File: config.mk
export PLATFORM = sky130hd
export DESIGN_NAME = instr_encoder
export DESIGN_NICKNAME = d
export VERILOG_FILES = /design/src/rtl/instr_encoder.sv
export SDC_FILE = /design/constraint.sdc
export NUM_CORES = 1
export LEC_CHECK = 0
export ABC_AREA = 1
export CORE_MARGIN = 2
export CORE_UTILIZATION = 30
export DETAILED_ROUTE_END_ITERATION = 16
export PLACE_DENSITY_LB_ADDON = 0.12
export SLEW_MARGIN = 10
export SYNTH_ARGS = -nofsm -noshare
export SYNTH_HDL_FRONTEND = slang
export SYNTH_SLANG_ARGS = --single-unit
File: constraint.sdc
create_clock -name clk -period 1.8 [get_ports clk]
set_input_delay 0.45 -clock clk [delete_from_list [all_inputs] [get_ports clk]]
set_output_delay 0.45 -clock clk [all_outputs]
set_load 0.02 [all_outputs]
File: src/rtl/instr_encoder.sv
// Streaming MIPS field-to-word encoder that loads instruction memory and
// holds the core in reset until the load ends. Optional: INSTR_ENCODER_CHECKSUM_EN.
module instr_encoder #(
  parameter int ADDR_W = 6
) (
  input  logic              clk,
  input  logic              rst_n,
  input  logic              start,
  input  logic              in_valid,
  output logic              in_ready,
  input  logic              in_last,
  input  logic [3:0]        op_sel,
  input  logic [4:0]        rs,
  input  logic [4:0]        rt,
  input  logic [4:0]        rd,
  input  logic [15:0]       imm,
  input  logic [25:0]       target,
  output logic              imem_we,
  output logic [ADDR_W-1:0] imem_addr,
  output logic [31:0]       imem_wdata,
  output logic              cpu_rst_n,
  output logic              busy,
  output logic              done,
  output logic              full,
  output logic              err,
`ifdef INSTR_ENCODER_CHECKSUM_EN
  output logic [31:0]       checksum,
`endif
  output logic [ADDR_W:0]   word_count
);

  typedef enum logic [1:0] {
    IDLE = 2'd0,
    LOAD = 2'd1,
    DONE = 2'd2
  } state_t;

  state_t            state_q;
  logic [ADDR_W-1:0] addr_q;
  logic [ADDR_W-1:0] waddr_q;
  logic [31:0]       wdata_q;
  logic [ADDR_W:0]   wc_q;
  logic              we_q;
  logic              full_q;
  logic              err_q;
  logic [31:0]       enc_d;
  logic              legal_d;
`ifdef INSTR_ENCODER_CHECKSUM_EN
  logic [31:0]       csum_q;
`endif

  always_comb begin
    enc_d   = '0;
    legal_d = 1'b1;
    unique case (1'b1)
      op_sel == 4'd0: enc_d = {6'h00, rs, rt, rd, 5'd0, 6'h20};
      op_sel == 4'd1: enc_d = {6'h00, rs, rt, rd, 5'd0, 6'h22};
      op_sel == 4'd2: enc_d = {6'h00, rs, rt, rd, 5'd0, 6'h24};
      op_sel == 4'd3: enc_d = {6'h00, rs, rt, rd, 5'd0, 6'h25};
      op_sel == 4'd4: enc_d = {6'h00, rs, rt, rd, 5'd0, 6'h2A};
      op_sel == 4'd5: enc_d = {6'h23, rs, rt, imm};
      op_sel == 4'd6: enc_d = {6'h2B, rs, rt, imm};
      op_sel == 4'd7: enc_d = {6'h04, rs, rt, imm};
      op_sel == 4'd8: enc_d = {6'h08, rs, rt, imm};
      op_sel == 4'd9: enc_d = {6'h02, target};
      default:        legal_d = 1'b0;
    endcase
  end

  always_ff @(posedge clk) begin
    if (!rst_n) begin
      state_q <= IDLE;
      addr_q  <= '0;
      waddr_q <= '0;
      wdata_q <= '0;
      wc_q    <= '0;
      we_q    <= 1'b0;
      full_q  <= 1'b0;
      err_q   <= 1'b0;
`ifdef INSTR_ENCODER_CHECKSUM_EN
      csum_q  <= '0;
`endif
    end else begin
      we_q <= 1'b0;
      unique case (state_q)
        IDLE, DONE: begin
          if (start) begin
            state_q <= LOAD;
            addr_q  <= '0;
            wc_q    <= '0;
            full_q  <= 1'b0;
            err_q   <= 1'b0;
`ifdef INSTR_ENCODER_CHECKSUM_EN
            csum_q  <= '0;
`endif
          end
        end
        LOAD: begin
          if (in_valid) begin
            if (legal_d) begin
              we_q    <= 1'b1;
              waddr_q <= addr_q;
              wdata_q <= enc_d;
              addr_q  <= addr_q + ADDR_W'(1);
              wc_q    <= wc_q + (ADDR_W+1)'(1);
`ifdef INSTR_ENCODER_CHECKSUM_EN
              csum_q  <= csum_q ^ enc_d;
`endif
              // Top address written: memory is full, end without in_last.
              if (addr_q == '1) begin
                full_q  <= 1'b1;
                state_q <= DONE;
              end
            end else begin
              err_q <= 1'b1;
            end
            if (in_last) state_q <= DONE;
          end
        end
        default: state_q <= IDLE;
      endcase
    end
  end

  assign in_ready   = (state_q == LOAD);
  assign busy       = (state_q == LOAD);
  assign done       = (state_q == DONE);
  assign cpu_rst_n  = (state_q == DONE);
  assign imem_we    = we_q;
  assign imem_addr  = waddr_q;
  assign imem_wdata = wdata_q;
  assign full       = full_q;
  assign err        = err_q;
  assign word_count = wc_q;
`ifdef INSTR_ENCODER_CHECKSUM_EN
  assign checksum   = csum_q;
`endif

endmodule

==> impl_results.md <==
- Worst hold path class: register to register
- Post-DR wirelength/cell: around 13 um
- Synthesized flop and latch total: 54
- Design area: around 4200 um2
- P_int: 2.02 mW
- Run status: completed
- Max incr delay on CP: around 0.66 ns
- Hold depth: 2
- CP cell instances: clkdlybuf4s50_1
- Inserted Clock Buffers: 5
- Power Total: ~2.8 mW
- Synth Flop Type: dfxtp_1
- FF-to-FF End: imem_wdata[21]
- Cells after synthesis: 367
- Dpl cells: ~600
- # Post-CTS Setup Buffers: 0
- Post-route clock skew: 0.00260 ns
- Reg2reg path depth: 7
- IO Port Bufs: 116
- Combinational Power Share: 25.8%
- Critical Path Start Type: register
- CP max stage cell: clkdlybuf4s50_1
- Initial antenna violation count: 0
- Initial core utilization: a little under a third
- Crit path DAT: ~1.3 ns
- Clock sink total: 54
- Via count: 2884
- Buf+Inv Stages, Crit Path: 1
- Root buffer cell: clkbuf_8
- Fin. Hold Viols: 0
- Switching Power: slightly below 800 uW
- Synth unique cells: 35
- Finished Layout Cells: a little over 600
- Sequential area share after synthesis: roughly two fifths
- Clock Path Buffers: 2
- Vias/cell: 4.66
- Worst Hold End: err
- Final Hold Slack: 0.452 ns
- Crit Path Category: register to output pin
- Place WS: -0.193 ns
- Vias in the first global route: between 2000 and 3000
- Floorplan core area: 8300 um2
- Worst Setup Slack, final: 0.0473 ns
- Leak: 1.80 nW
- Final-stage net count: 581
- H-tree depth: 2
- Sw Ratio: 28.1%
- DR DRC count: 0
- Hold path startpoint: err
- Clk network pwr share: roughly 28%
- Post-synth EDFFs: 0
- Iteration-0 DRC Markers: 66
- Total grt overflow: 0
- Peak VDD IR: 271 uV
- Die X: about 97 um
- Ys async rst share: 0%
- Final Critical Period: ~1.8 ns
- Met1 GRT Util: 20.1%
- Yosys warning total: 0
- Setup violators final: 0
- # IOs: 118
- Die ar.: 9410 um2
- Share of cells above drive strength 1: 13.2%
- Max-cap violations: 0
- Row count: 33
- Worst-path maximum fanout: 2
- Reg2Reg Setup Slack: 0.24 ns
- Worst-path clk slew: roughly 0.1 ns
- Area Growth Syn to Fin: 62.8%
- Grt met2 use: ~29%
- Die height: 97.0 um
- Fin crit share: 97.4%
- Leading cell type in the layout, fill and taps excluded: clkdlybuf4s50_1
- Fmax: 0.571 GHz
- Post-DP HPWL: 6160 um
- Syn nets: 435
- All-Layer GR Usage: 16.5%
- Hold_buf cts: 0
- DP Area: between 4000 and 5000 um2
- R2r startpoint: state_q[0]
- WL final: around 8000 um
- Met3 global-route usage: roughly 4.6%
- Global-route wire length before repair: 13000 um
- Worst EP required: approximately 1.4 ns
- Number of inserted diodes: 0
- Final core occ: 50.9%
- Highest-count cells in the layout ignoring fill and taps: 107 x clkdlybuf4s50_1, 68 x nand2_1, 58 x a21oi_1, 54 x dfxtp_1, 49 x nor2_1
- TritonCTS clock tree: done
- Synth Cell Area: 2590 um2
- Crit end category: output pin
- Max-slew violations: 0
- CP delay by family, top: buffers and inverters
- GR peak layer: met2
- PD cells: between 600 and 700 nW/um2
- Syn Area/Cell: approximately 7.1 um2
- Clk_lat worst skew: 0.31 ns
- PostCTS Resize Cnt: 11
- Largest net degree at the start of global routing: 23
- Gpl congestion: a little over 0.8
- Final setup TNS: 0 ns
- Antenna-violating nets left: 0
- Share of power burned in registers: between 40% and 50%
- Unrepaired setup endpoints after global routing: no
- First drt pass iteration count: 4
sequential cells by signal, indices dropped and copies added, names as in the netlist:
signal	count
imem_addr	6
full	1
imem_we	1
addr_q	6
state_q	2
word_count	7
imem_wdata	30
err	1
area by class of cell:
| class | instances | area (um2) |
|---|---|---|
| inverter | 31 | 133 |
| tap | 105 | 131 |
| fill | 811 | 4080 |
| clock buffer | 8 | 110 |
| sequential | 54 | 1080 |
| multi-input combinational | 262 | 1270 |
| timing repair buffer | 159 | 1500 |
logic make-up after synthesis:
group           synth area share [%]
buf+inv                         9.55
compound gates                  21.1
fa+ha+maj                      0.964
xor+xnor                       0.675
other cells                    0.145
simple gates                    25.9
flops                           41.7
worst max path at each step:
stage / slack, ns / start / to / cells after the start
floorplan: 0.30 / state_q[1] / done / 3
global placement: -0.15 / op_sel[2] / imem_wdata[18] / 8
detailed placement: -0.19 / op_sel[2] / imem_wdata[20] / 8
CTS: 0.006 / state_q[1] / done / 3
global route: 0.006 / imem_wdata[26] / imem_wdata[26] / 1
finish: 0.05 / imem_wdata[29] / imem_wdata[29] / 1
synth_stat cells (all sizes together), types with 2 or more instances:
master / count / area [um2]
a21oi: 58 / 290
a22oi: 2 / 15.0
buf: 16 / 100
clkbuf: 4 / 15.0
dfxtp: 54 / 1080
ha: 2 / 25.0
inv: 29 / 111
nand2: 71 / 279
nand3: 25 / 143
nand4: 3 / 18.8
nor2: 53 / 228
o21a: 2 / 15.0
o21ai: 37 / 185
xor2: 2 / 17.5
worst reg2reg max path: cells and delay by family, from the launching register on:
kind                   cells  cell delay [ns]
AND/OR/NAND/NOR            2             0.26
buffers and inverters      3             0.60
AO/OA/AOI/OAI              2             0.22
flip-flops                 1             0.37
power by group through the flow:
stage                     clock, mW  sequential [mW]  combinational, mW
after floorplan                   0             1.37              0.275
after global placement            0             1.31              0.734
after detailed placement          0             1.31              0.738
after CTS                     0.824             1.29              0.735
after global routing          0.865             1.29              0.786
final                         0.794             1.29              0.724
layer usage:
layer,vias up,part of all wire (%)
li1,1495,-
met1,1294,45
met2,86,47
met3,9,6.5
met4,0,1.6
met5,-,0
No activity file was read; power rests on OpenSTA's default activity.
